**src/rtl/axi_master_arbiter_pkg.sv**
```systemverilog
// axi_master_arbiter_pkg: shared types for the arbiter (FSM states, AXI response codes)
package axi_master_arbiter_pkg;
  typedef enum logic [1:0] {IDLE, ISSUE, WAIT} arb_state_t;
  typedef enum logic [1:0] {OKAY = 2'd0, EXOKAY = 2'd1, SLVERR = 2'd2, DECERR = 2'd3} axi_response_t;
endpackage

```
**src/rtl/axi_master_arbiter_if.sv**
```systemverilog
// axi_master_arbiter_if: client-side request/grant/done bundle plus the axi_master command port.
//   slave  modport: the arbiter (takes client requests, drives axi_master commands)
//   master modport: the environment (clients and axi_master)
interface axi_master_arbiter_if #(parameter int N = 4);
  import axi_master_arbiter_pkg::*;
  logic [N-1:0]        write_request_i;
  logic [N-1:0][31:0]  write_address_i;
  logic [N-1:0][31:0]  write_data_i;
  logic [N-1:0][3:0]   write_strobe_i;
  logic [N-1:0]        write_grant_o;
  logic [N-1:0]        write_done_o;
  axi_response_t       write_response_o;
  logic [N-1:0]        read_request_i;
  logic [N-1:0][31:0]  read_address_i;
  logic [N-1:0]        read_grant_o;
  logic [N-1:0]        read_done_o;
  logic [31:0]         read_data_o;
  axi_response_t       read_response_o;
  logic [31:0]         m_write_address_o;
  logic [31:0]         m_write_data_o;
  logic [3:0]          m_write_strobe_o;
  logic                m_write_start_o;
  logic                m_write_done_i;
  axi_response_t       m_write_response_i;
  logic [31:0]         m_read_address_o;
  logic                m_read_start_o;
  logic                m_read_done_i;
  logic [31:0]         m_read_data_i;
  axi_response_t       m_read_response_i;
  modport slave (
    input  write_request_i, write_address_i, write_data_i, write_strobe_i, read_request_i, read_address_i,
           m_write_done_i, m_write_response_i, m_read_done_i, m_read_data_i, m_read_response_i,
    output write_grant_o, write_done_o, write_response_o, read_grant_o, read_done_o, read_data_o,
           read_response_o, m_write_address_o, m_write_data_o, m_write_strobe_o, m_write_start_o,
           m_read_address_o, m_read_start_o
  );
  modport master (
    output write_request_i, write_address_i, write_data_i, write_strobe_i, read_request_i, read_address_i,
           m_write_done_i, m_write_response_i, m_read_done_i, m_read_data_i, m_read_response_i,
    input  write_grant_o, write_done_o, write_response_o, read_grant_o, read_done_o, read_data_o,
           read_response_o, m_write_address_o, m_write_data_o, m_write_strobe_o, m_write_start_o,
           m_read_address_o, m_read_start_o
  );
endinterface

```
**src/rtl/axi_master_arbiter_rr_arbiter.sv**
```systemverilog
// rr_arbiter: combinational round-robin pick, first request at or above ptr_i with wrap.
//   req_i: request vector; ptr_i: highest-priority index; gnt_o/idx_o: winner; any_o: any request
module rr_arbiter #(parameter int N = 4) (
  input  logic [N-1:0]         req_i,
  input  logic [$clog2(N)-1:0] ptr_i,
  output logic [N-1:0]         gnt_o,
  output logic [$clog2(N)-1:0] idx_o,
  output logic                 any_o
);
  localparam int IW = $clog2(N);
  always_comb begin
    logic [IW-1:0] j;
    j = '0;
    idx_o = '0;
    // scan from the farthest offset down so the closest request to ptr wins
    for (int i = N - 1; i >= 0; i--) begin
      j = IW'((int'(ptr_i) + i) % N);
      if (req_i[j]) idx_o = j;
    end
    any_o = |req_i;
    gnt_o = any_o ? N'(1) << idx_o : '0;
  end
endmodule

```
**src/rtl/axi_master_arbiter.sv**
```systemverilog
// axi_master_arbiter: shares one axi_master write/read port between NUM_REQUESTERS clients.
//   ACLK/ARESETN: clock, async active-low reset; bus: client requests/grants/dones and axi_master commands.
//   Write and read channels run independent IDLE->ISSUE->WAIT round-robin FSMs with optional timeout.
module axi_master_arbiter
  import axi_master_arbiter_pkg::*;
#(
  parameter int NUM_REQUESTERS = 4,
  parameter int TIMEOUT_CYCLES = 1024
) (
  input logic ACLK,
  input logic ARESETN,
  axi_master_arbiter_if.slave bus
);
  localparam int N = NUM_REQUESTERS;
  localparam int IW = $clog2(N);
  localparam int CW = TIMEOUT_CYCLES > 1 ? $clog2(TIMEOUT_CYCLES) : 1;
  localparam logic [CW-1:0] CNT_LAST = CW'(TIMEOUT_CYCLES - 1);
  localparam bit TO_EN = TIMEOUT_CYCLES != 0;
  arb_state_t w_state_q, w_state_d, r_state_q, r_state_d;
  logic [IW-1:0] w_owner_q, w_owner_d, w_ptr_q, w_ptr_d, w_idx, r_owner_q, r_owner_d, r_ptr_q, r_ptr_d, r_idx;
  logic [N-1:0] w_sel_q, w_sel_d, w_done_q, w_done_d, w_gnt, r_sel_q, r_sel_d, r_done_q, r_done_d, r_gnt;
  logic [CW-1:0] w_cnt_q, w_cnt_d, r_cnt_q, r_cnt_d;
  logic [31:0] w_addr_q, w_addr_d, w_data_q, w_data_d, r_addr_q, r_addr_d, r_data_q, r_data_d;
  logic [3:0] w_strb_q, w_strb_d;
  axi_response_t w_resp_q, w_resp_d, r_resp_q, r_resp_d;
  logic w_any, r_any, w_end, r_end;
  rr_arbiter #(.N(N)) u_wr_rr (.req_i(bus.write_request_i), .ptr_i(w_ptr_q), .gnt_o(w_gnt), .idx_o(w_idx), .any_o(w_any));
  rr_arbiter #(.N(N)) u_rd_rr (.req_i(bus.read_request_i), .ptr_i(r_ptr_q), .gnt_o(r_gnt), .idx_o(r_idx), .any_o(r_any));
  // a transaction ends on the master's done or when the wait budget runs out
  assign w_end = bus.m_write_done_i || (TO_EN && w_cnt_q == CNT_LAST);
  assign r_end = bus.m_read_done_i || (TO_EN && r_cnt_q == CNT_LAST);
  always_comb begin
    w_state_d = w_state_q;
    w_owner_d = w_owner_q;
    w_sel_d = w_sel_q;
    w_ptr_d = w_ptr_q;
    w_cnt_d = w_cnt_q;
    w_addr_d = w_addr_q;
    w_data_d = w_data_q;
    w_strb_d = w_strb_q;
    w_done_d = '0;
    w_resp_d = w_resp_q;
    case (w_state_q)
      IDLE: if (w_any) begin
        w_state_d = ISSUE;
        w_owner_d = w_idx;
        w_sel_d = w_gnt;
        w_addr_d = bus.write_address_i[w_idx];
        w_data_d = bus.write_data_i[w_idx];
        w_strb_d = bus.write_strobe_i[w_idx];
      end
      ISSUE: begin
        w_state_d = WAIT;
        w_cnt_d = '0;
      end
      default: if (w_end) begin
        w_state_d = IDLE;
        w_done_d = w_sel_q;
        w_ptr_d = w_owner_q == IW'(N - 1) ? '0 : w_owner_q + 1'b1;
        w_resp_d = bus.m_write_done_i ? bus.m_write_response_i : DECERR;
      end else w_cnt_d = w_cnt_q + 1'b1;
    endcase
  end
  always_comb begin
    r_state_d = r_state_q;
    r_owner_d = r_owner_q;
    r_sel_d = r_sel_q;
    r_ptr_d = r_ptr_q;
    r_cnt_d = r_cnt_q;
    r_addr_d = r_addr_q;
    r_data_d = r_data_q;
    r_done_d = '0;
    r_resp_d = r_resp_q;
    case (r_state_q)
      IDLE: if (r_any) begin
        r_state_d = ISSUE;
        r_owner_d = r_idx;
        r_sel_d = r_gnt;
        r_addr_d = bus.read_address_i[r_idx];
      end
      ISSUE: begin
        r_state_d = WAIT;
        r_cnt_d = '0;
      end
      default: if (r_end) begin
        r_state_d = IDLE;
        r_done_d = r_sel_q;
        r_ptr_d = r_owner_q == IW'(N - 1) ? '0 : r_owner_q + 1'b1;
        r_resp_d = bus.m_read_done_i ? bus.m_read_response_i : DECERR;
        r_data_d = bus.m_read_done_i ? bus.m_read_data_i : '0;
      end else r_cnt_d = r_cnt_q + 1'b1;
    endcase
  end
  always_ff @(posedge ACLK or negedge ARESETN)
    if (!ARESETN) begin
      w_state_q <= IDLE;
      w_owner_q <= '0;
      w_sel_q <= '0;
      w_ptr_q <= '0;
      w_cnt_q <= '0;
      w_addr_q <= '0;
      w_data_q <= '0;
      w_strb_q <= '0;
      w_done_q <= '0;
      w_resp_q <= OKAY;
      r_state_q <= IDLE;
      r_owner_q <= '0;
      r_sel_q <= '0;
      r_ptr_q <= '0;
      r_cnt_q <= '0;
      r_addr_q <= '0;
      r_data_q <= '0;
      r_done_q <= '0;
      r_resp_q <= OKAY;
    end else begin
      w_state_q <= w_state_d;
      w_owner_q <= w_owner_d;
      w_sel_q <= w_sel_d;
      w_ptr_q <= w_ptr_d;
      w_cnt_q <= w_cnt_d;
      w_addr_q <= w_addr_d;
      w_data_q <= w_data_d;
      w_strb_q <= w_strb_d;
      w_done_q <= w_done_d;
      w_resp_q <= w_resp_d;
      r_state_q <= r_state_d;
      r_owner_q <= r_owner_d;
      r_sel_q <= r_sel_d;
      r_ptr_q <= r_ptr_d;
      r_cnt_q <= r_cnt_d;
      r_addr_q <= r_addr_d;
      r_data_q <= r_data_d;
      r_done_q <= r_done_d;
      r_resp_q <= r_resp_d;
    end
  assign bus.write_grant_o = w_state_q == ISSUE ? w_sel_q : '0;
  assign bus.m_write_start_o = w_state_q == ISSUE;
  assign bus.m_write_address_o = w_addr_q;
  assign bus.m_write_data_o = w_data_q;
  assign bus.m_write_strobe_o = w_strb_q;
  assign bus.write_done_o = w_done_q;
  assign bus.write_response_o = w_resp_q;
  assign bus.read_grant_o = r_state_q == ISSUE ? r_sel_q : '0;
  assign bus.m_read_start_o = r_state_q == ISSUE;
  assign bus.m_read_address_o = r_addr_q;
  assign bus.read_done_o = r_done_q;
  assign bus.read_data_o = r_data_q;
  assign bus.read_response_o = r_resp_q;
endmodule

```
**src/flat_wrapper.sv**
```systemverilog
// flat-port wrapper written by rule: the top's interface ports become plain ports
module axi_master_arbiter_flat import axi_master_arbiter_pkg::*;
#(
  parameter int NUM_REQUESTERS = 4,
  parameter int TIMEOUT_CYCLES = 1024
)
  (ACLK, ARESETN, bus_write_request_i, bus_write_address_i, bus_write_data_i, bus_write_strobe_i, bus_read_request_i, bus_read_address_i, bus_m_write_done_i, bus_m_write_response_i, bus_m_read_done_i, bus_m_read_data_i, bus_m_read_response_i, bus_write_grant_o, bus_write_done_o, bus_write_response_o, bus_read_grant_o, bus_read_done_o, bus_read_data_o, bus_read_response_o, bus_m_write_address_o, bus_m_write_data_o, bus_m_write_strobe_o, bus_m_write_start_o, bus_m_read_address_o, bus_m_read_start_o);
  axi_master_arbiter_if #(.N((4))) bus_i ();
  input logic ACLK;
  input logic ARESETN;
  input wire logic [$bits(bus_i.write_request_i)-1:0] bus_write_request_i;
  input wire logic [$bits(bus_i.write_address_i)-1:0] bus_write_address_i;
  input wire logic [$bits(bus_i.write_data_i)-1:0] bus_write_data_i;
  input wire logic [$bits(bus_i.write_strobe_i)-1:0] bus_write_strobe_i;
  input wire logic [$bits(bus_i.read_request_i)-1:0] bus_read_request_i;
  input wire logic [$bits(bus_i.read_address_i)-1:0] bus_read_address_i;
  input wire logic [$bits(bus_i.m_write_done_i)-1:0] bus_m_write_done_i;
  input wire logic [$bits(bus_i.m_write_response_i)-1:0] bus_m_write_response_i;
  input wire logic [$bits(bus_i.m_read_done_i)-1:0] bus_m_read_done_i;
  input wire logic [$bits(bus_i.m_read_data_i)-1:0] bus_m_read_data_i;
  input wire logic [$bits(bus_i.m_read_response_i)-1:0] bus_m_read_response_i;
  output wire logic [$bits(bus_i.write_grant_o)-1:0] bus_write_grant_o;
  output wire logic [$bits(bus_i.write_done_o)-1:0] bus_write_done_o;
  output wire logic [$bits(bus_i.write_response_o)-1:0] bus_write_response_o;
  output wire logic [$bits(bus_i.read_grant_o)-1:0] bus_read_grant_o;
  output wire logic [$bits(bus_i.read_done_o)-1:0] bus_read_done_o;
  output wire logic [$bits(bus_i.read_data_o)-1:0] bus_read_data_o;
  output wire logic [$bits(bus_i.read_response_o)-1:0] bus_read_response_o;
  output wire logic [$bits(bus_i.m_write_address_o)-1:0] bus_m_write_address_o;
  output wire logic [$bits(bus_i.m_write_data_o)-1:0] bus_m_write_data_o;
  output wire logic [$bits(bus_i.m_write_strobe_o)-1:0] bus_m_write_strobe_o;
  output wire logic [$bits(bus_i.m_write_start_o)-1:0] bus_m_write_start_o;
  output wire logic [$bits(bus_i.m_read_address_o)-1:0] bus_m_read_address_o;
  output wire logic [$bits(bus_i.m_read_start_o)-1:0] bus_m_read_start_o;
  assign bus_i.write_request_i = bus_write_request_i;
  assign bus_i.write_address_i = bus_write_address_i;
  assign bus_i.write_data_i = bus_write_data_i;
  assign bus_i.write_strobe_i = bus_write_strobe_i;
  assign bus_i.read_request_i = bus_read_request_i;
  assign bus_i.read_address_i = bus_read_address_i;
  assign bus_i.m_write_done_i = bus_m_write_done_i;
  assign bus_i.m_write_response_i = bus_m_write_response_i;
  assign bus_i.m_read_done_i = bus_m_read_done_i;
  assign bus_i.m_read_data_i = bus_m_read_data_i;
  assign bus_i.m_read_response_i = bus_m_read_response_i;
  assign bus_write_grant_o = bus_i.write_grant_o;
  assign bus_write_done_o = bus_i.write_done_o;
  assign bus_write_response_o = bus_i.write_response_o;
  assign bus_read_grant_o = bus_i.read_grant_o;
  assign bus_read_done_o = bus_i.read_done_o;
  assign bus_read_data_o = bus_i.read_data_o;
  assign bus_read_response_o = bus_i.read_response_o;
  assign bus_m_write_address_o = bus_i.m_write_address_o;
  assign bus_m_write_data_o = bus_i.m_write_data_o;
  assign bus_m_write_strobe_o = bus_i.m_write_strobe_o;
  assign bus_m_write_start_o = bus_i.m_write_start_o;
  assign bus_m_read_address_o = bus_i.m_read_address_o;
  assign bus_m_read_start_o = bus_i.m_read_start_o;
  axi_master_arbiter #(.NUM_REQUESTERS(NUM_REQUESTERS), .TIMEOUT_CYCLES(TIMEOUT_CYCLES)) u_core (.ACLK(ACLK), .ARESETN(ARESETN), .bus(bus_i));
endmodule
```
**config.mk**
```make
export PLATFORM = sky130hd
export DESIGN_NAME = axi_master_arbiter_flat
export DESIGN_NICKNAME = d
export VERILOG_FILES = /design/src/rtl/axi_master_arbiter_pkg.sv /design/src/rtl/axi_master_arbiter_if.sv /design/src/rtl/axi_master_arbiter_rr_arbiter.sv /design/src/rtl/axi_master_arbiter.sv /design/src/flat_wrapper.sv
export SDC_FILE = /design/constraint.sdc
export NUM_CORES = 1
export LEC_CHECK = 0
export ABC_CLOCK_PERIOD_IN_PS = 3250
export BUFFER_PORTS_ARGS = -buffer_cell sky130_fd_sc_hd__buf_2
export CAP_MARGIN = 10
export CORE_AREA = 2 2 231 233
export DETAILED_ROUTE_END_ITERATION = 6
export DIE_AREA = 0 0 233 235
export PLACE_DENSITY = 0.44
export SLEW_MARGIN = 20
export SYNTH_ARGS = -nofsm -noshare
export SYNTH_HDL_FRONTEND = slang
export SYNTH_HIERARCHICAL = 1
export SYNTH_SLANG_ARGS = --single-unit
```
**constraint.sdc**
```tcl
create_clock -name ACLK -period 3.25 [get_ports ACLK]
set_input_delay 0.65 -clock ACLK [delete_from_list [all_inputs] [get_ports ACLK]]
set_output_delay 0.65 -clock ACLK [all_outputs]
set_load 0.02 [all_outputs]
```
== Word level (Yosys, flattened, before mapping) ==
Index checks and enable logic that the tools add are counted.
Storage, ports and cells
  flip-flop bits (word level): 184
  input port bits: 448
  output and inout port bits: 154
  word-level logic and storage cells: 126
Operators by class
  add/subtract/negate cells: 10
  $lt $le $gt $ge: 10
  eq/ne operators: 10
  shift-type cells: 2
  muxes and demuxes: 53
  bitwise logic cells: 4
  reductions and logical operators: 18
Operators by type and width (number)
  $bmux 32 s2: 3
  $mux 32: 4
  $pmux 10 s2: 2
  $mux 2: 16
  $lt 2x3->1 const B: 10
  $mux 4: 7
  $add 10x1->10 const B: 2
  $eq 10x10->1 const B: 2
  $mux 10: 2
  $bmux 1 s2: 8
  $reduce_and 2->1: 8
  $add 2x1->2 const B: 4
  $add 2x2->2 const B: 4
  $bmux 4 s2: 1
  $mux 1: 8
  $pmux 2 s2: 2
  $reduce_or 4->1: 2
  $shl 1x2->4 const A: 2
  $ne 2x2->1 const B: 3
  $reduce_bool 3->1: 2
  $eq 2x1->1 const B: 2
  $eq 2x2->1 const B: 2
  $logic_not 2->1: 2
  $not 1->1: 4
  3 further kinds: 5

== Longest topological paths before layout ==
  depth after elaboration: 9
  gate-level depth with buffers: 9
  depth with buffers taken out: 5

== Hierarchy ==
Netlist, hierarchy kept.
By module, submodules not included
  axi_master_arbiter: times used 1, cells each 613, area an instance 9571.7 um^2, seq. area each 4604.4 um^2
  rr_arbiter: times used 2, cells each 29, area an instance 197.7 um^2, seq. area each 0.0 um^2

== Worst setup path before layout ==
Ideal clock, no wire load.
  path type: input to register
  start: input port bus_write_request_i[1]
  end: register u_core.w_data_q[12], in the netlist u_core/bus.m_write_data_o[12]
  library setup time: 125 ps
  arrival: 2239 ps
  required time: 3125 ps
  slack: 886 ps
  cell stages on the path: 8
  buffers on the path: 3
  path through: nor3b_1 a2111oi_2 nor2_1 clkbuf_1 buf_2 buf_2 mux4_2 mux2_4
On the way
  longest elaborated chain between the ends: 8
  elaborated cells on any way between the ends: 16
  classes of those cells: 14 x mux; 2 x reduce/logical
RTL lines
  start: declaration: RTL line flat_wrapper.sv:11  | input wire logic [$bits(bus_i.write_request_i)-1:0] bus_write_request_i;
  $bmux 1 s2: RTL line axi_master_arbiter_rr_arbiter.sv:18  | if (req_i[j]) idx_o = j;
  $mux 1 (not written as such): RTL line axi_master_arbiter_rr_arbiter.sv:18
  $mux 2 (3 in a row): RTL line axi_master_arbiter_rr_arbiter.sv:18
  $mux 2 *: RTL line axi_master_arbiter_rr_arbiter.sv:18
  net u_core.w_idx[1]: RTL line axi_master_arbiter.sv:20  | logic [IW-1:0] w_owner_q, w_owner_d, w_ptr_q, w_ptr_d, w_idx, r_owner_q, r_owner_d, r_ptr_q, r_ptr_d, r_idx;
  $bmux 32 s2 *: RTL line axi_master_arbiter.sv:49  | w_data_d = bus.write_data_i[w_idx];
  $mux 32 (not written as such) *: RTL line axi_master_arbiter.sv:49
  end signal: assignment: RTL line axi_master_arbiter.sv:122  | w_data_q <= w_data_d;
  end: declaration: RTL line axi_master_arbiter.sv:23  | logic [31:0] w_addr_q, w_addr_d, w_data_q, w_data_d, r_addr_q, r_addr_d, r_data_q, r_data_d;
Mark *: on every way through the listed nets, which the timed path passes. The rest lies on a longest branch. The select of a mux whose other input is x is not followed.
A chain may end at the register's enable or synchronous reset.

== Worst setup path after layout ==
  start: register u_core.r_state_q[1]
  end: output port bus_read_grant_o[3]
On the way
  longest elaborated chain between the ends: 2
RTL lines
  start: declaration: RTL line axi_master_arbiter.sv:19  | arb_state_t w_state_q, w_state_d, r_state_q, r_state_d;
  start signal: assignment: RTL line axi_master_arbiter.sv:126  | r_state_q <= r_state_d;
  $eq 2x1->1: RTL line axi_master_arbiter.sv:143  | assign bus.read_grant_o = r_state_q == ISSUE ? r_sel_q : '0;
  $mux 4: RTL line axi_master_arbiter.sv:143
  end: declaration: RTL line flat_wrapper.sv:25  | output wire logic [$bits(bus_i.read_grant_o)-1:0] bus_read_grant_o;
Every way passes these cells.

==> reports/metrics.csv <==
metric,value,unit
status,"complete, no violations",
full die area,54800,sq um
First DRT Iteration DRCs,357,
r2r startpoint,u_core/w_ptr_q[0],
Ys Warns,6,
NumNets Final,1717,
clock-pin slew on the worst setup and hold paths,80,ps
TritonCTS clock tree,yes,
H-tree depth,4,
Die Height,235,microns
Synth cell types,54,
Vias/cell,4.30,
GPL Wtd Cong,0.910,
CTS resizes,0,
clock sinks,184,
Power Density,909,nW/um^2
cell family with most CP delay,simple AND/OR/NAND/NOR gates,
register area share after synthesis,0.462,
clk_lat worst skew,480,ps
Util after Layout,0.278,
CTS Buf Count,17,
dpl hpwl,30900,microns
Pleak,6.85,nW
worst-case clock buffer depth,2,
ANT nets after route,0,
count of flip-flops with a built-in enable after synthesis,0,
clock skew,12.2,ps
Final Hold Viols,0,
Worst Setup End Kind,primary output,
Worst path max stage delay,520,ps
port bufs,601,
Hold WC Path Type,input port to asynchronous set/reset pin,
syn nets,1123,
# DRC,0,
crit path max fanout,13,
Die Wd,233,microns
vias,8498,
peak supply drop,359,uV
reg2reg end,u_core/bus.m_write_data_o[3],
final wirelength,38400,microns
Max-Cap Viols,0,
slowest CP cell,dfrtp_1,
GRT overflow,0,
fmax,376,MHz
minimum clock period,2660,ps
initial antenna violation count,17,
Slew Limit Fails,0,
initial core utilization,0.191,
vias in the first global route,9401,
hold slack,216,ps
Post-synth ARST share,1.00,
final number of setup-violating endpoints,0,
r2r worst-path depth,7,
I/O pin total,602,
r2r setup slk,600,ps
Syn-to-layout area delta,45.6,%
gr usage total,0.141,
CP Data Arrival Time,2010,ps
first-pass GRT wire length,56900,microns
hold buffer count at CTS,0,
Root Driver,clkbuf_16,
largest net degree at the start of global routing,75,
"most used cell, CP",inv_1,
row count,84,
required time worst endpoint,2600,ps
setup bufs post-CTS,0,
critical path class,flop to primary output,
Rel. slew slack,0.502,
core area,52200,sq um
Least-Margin Pin Slew,745,ps
layout cells sized above 1,0.693,
crit path cell chain,inv_1 -> nand2_1 -> inv_1 -> and2_1 -> buf_2,
startpoint types,flop,
#FFs+latches synth,184,
mean area per synthesized cell,14.9,sq um
Final period util,0.819,
RSZ-0062 raised after global routing,false,
Synth Instances,671,
synthesized cell area,9970,sq um
crit path buf inv count,3,
# placed instances,1934,
DRT Pass-1 Iters,4,
WL per Instance,19.4,microns
setup tns final,0,ps
Post-Layout Cell Count,1978,
"Top FF cell, synth",dfrtp_1,
area by class of cell:
cell class	instances	area (sq um)
Sequential cell	184	4600
Timing Repair Buffer	624	3300
Inverter	12	45.0
Antenna cell	12	30.0
Fill cell	5435	37700
Clock buffer	19	453
Multi-Input combinational cell	426	5080
Tap cell	688	861
Clock inverter	13	135
logic make-up (layout without fill, tap and decap cells):
family,Yosys count,after routing,synth area share
XOR/XNOR,2,2,0.00176
buffers and inverters,61,668,0.0328
multiplexers,217,217,0.361
flip-flops,184,184,0.462
AO/OA/AOI/OAI,94,94,0.0765
AND/OR/NAND/NOR,109,109,0.0610
other,0,12,0
adder cells (fa/ha/maj),4,4,0.00502
cell usage after synthesis (all sizes together), types with 5 or more instances:
library cell	instances	area share
a21oi	8	0.0040
a22o	32	0.028
and2	13	0.0082
and3	8	0.0050
buf	33	0.022
clkbuf	16	0.0060
dfrtp	184	0.46
inv	12	0.0045
mux2	113	0.13
mux4	100	0.23
nand2	23	0.0087
nand2b	5	0.0031
nand3	9	0.0045
nor2	23	0.0089
nor2b	5	0.0046
nor3b	7	0.0058
o21ai	13	0.0069
worst max path at each step:
| stage | from | end | slack (ps) | cells after the start |
|---|---|---|---|---|
| 5_1_grt | u_core/r_state_q[1] | bus_read_grant_o[3] | 370 | 5 |
| 3_5_place_dp | bus_write_request_i[1] | u_core/bus.m_write_address_o[24] | 330 | 7 |
| 2_1_floorplan | bus_write_request_i[1] | u_core/bus.m_write_data_o[12] | 890 | 8 |
| 4_1_cts | u_core/r_state_q[1] | bus_read_grant_o[3] | 500 | 5 |
| 3_3_place_gp | bus_write_request_i[1] | u_core/bus.m_write_address_o[24] | 430 | 7 |
| 6_report | u_core/r_state_q[1] | bus_read_grant_o[3] | 590 | 5 |
cell usage in the layout (no fill, tap or decap), types with 5 or more instances in the layout:
cell type	n
a21oi_1	8
a22o_1	32
and2_1	13
and3_1	8
buf_12	9
buf_2	600
buf_4	14
clkbuf_16	17
dfrtp_1	184
diode_2	12
inv_1	12
mux2_2	104
mux2_4	9
mux4_2	100
nand2_1	23
nand2b_1	5
nand3_1	9
nor2_1	20
nor3b_1	5
o21ai_0	12
metal layers:
layer | part of all wire | GRT usage
met1 | 0.38 | 0.154
met2 | 0.51 | 0.244
met3 | 0.076 | 0.0479
met4 | 0.032 | 0.0631
met5 | 0.00078 | 0
report_power, final:
part	internal [mW]	switching [mW]	leakage [nW]
Sequential	3.34	0.645	2.24
Combinational	3.42	3.62	4.33
Clock	1.12	1.05	0.282
state kept, by name (all words and copies together) (netlist names), 4 cells and up:
| name | cells |
|---|---|
| u_core/r_cnt_q | 10 |
| u_core/bus.read_data_o | 32 |
| u_core/bus.m_write_address_o | 32 |
| u_core/bus.m_write_data_o | 32 |
| u_core/r_sel_q | 4 |
| u_core/bus.read_done_o | 4 |
| u_core/bus.m_read_address_o | 32 |
| u_core/bus.m_write_strobe_o | 4 |
| u_core/w_sel_q | 4 |
| u_core/bus.write_done_o | 4 |
| u_core/w_cnt_q | 10 |
worst reg2reg max path: stages, from the launching register on:
cell	delay, ps
dfrtp_1	530
nor2_1	110
o21bai_1	210
a221oi_4	360
buf_12	230
buf_4	290
mux4_2	540
mux2_2	270
stage by stage:
stage | cell area [sq um] | total power [mW] | setup WS [ps]
5_1_grt | 14500 | 14.1 | 366
3_3_place_gp | 13900 | 11.1 | 431
2_1_floorplan | 9970 | 8.80 | 886
6_report | 14500 | 13.2 | 589
3_5_place_dp | 13900 | 11.2 | 331
4_1_cts | 14500 | 13.5 | 502
Note: power is estimated with default switching activity, not from simulation.
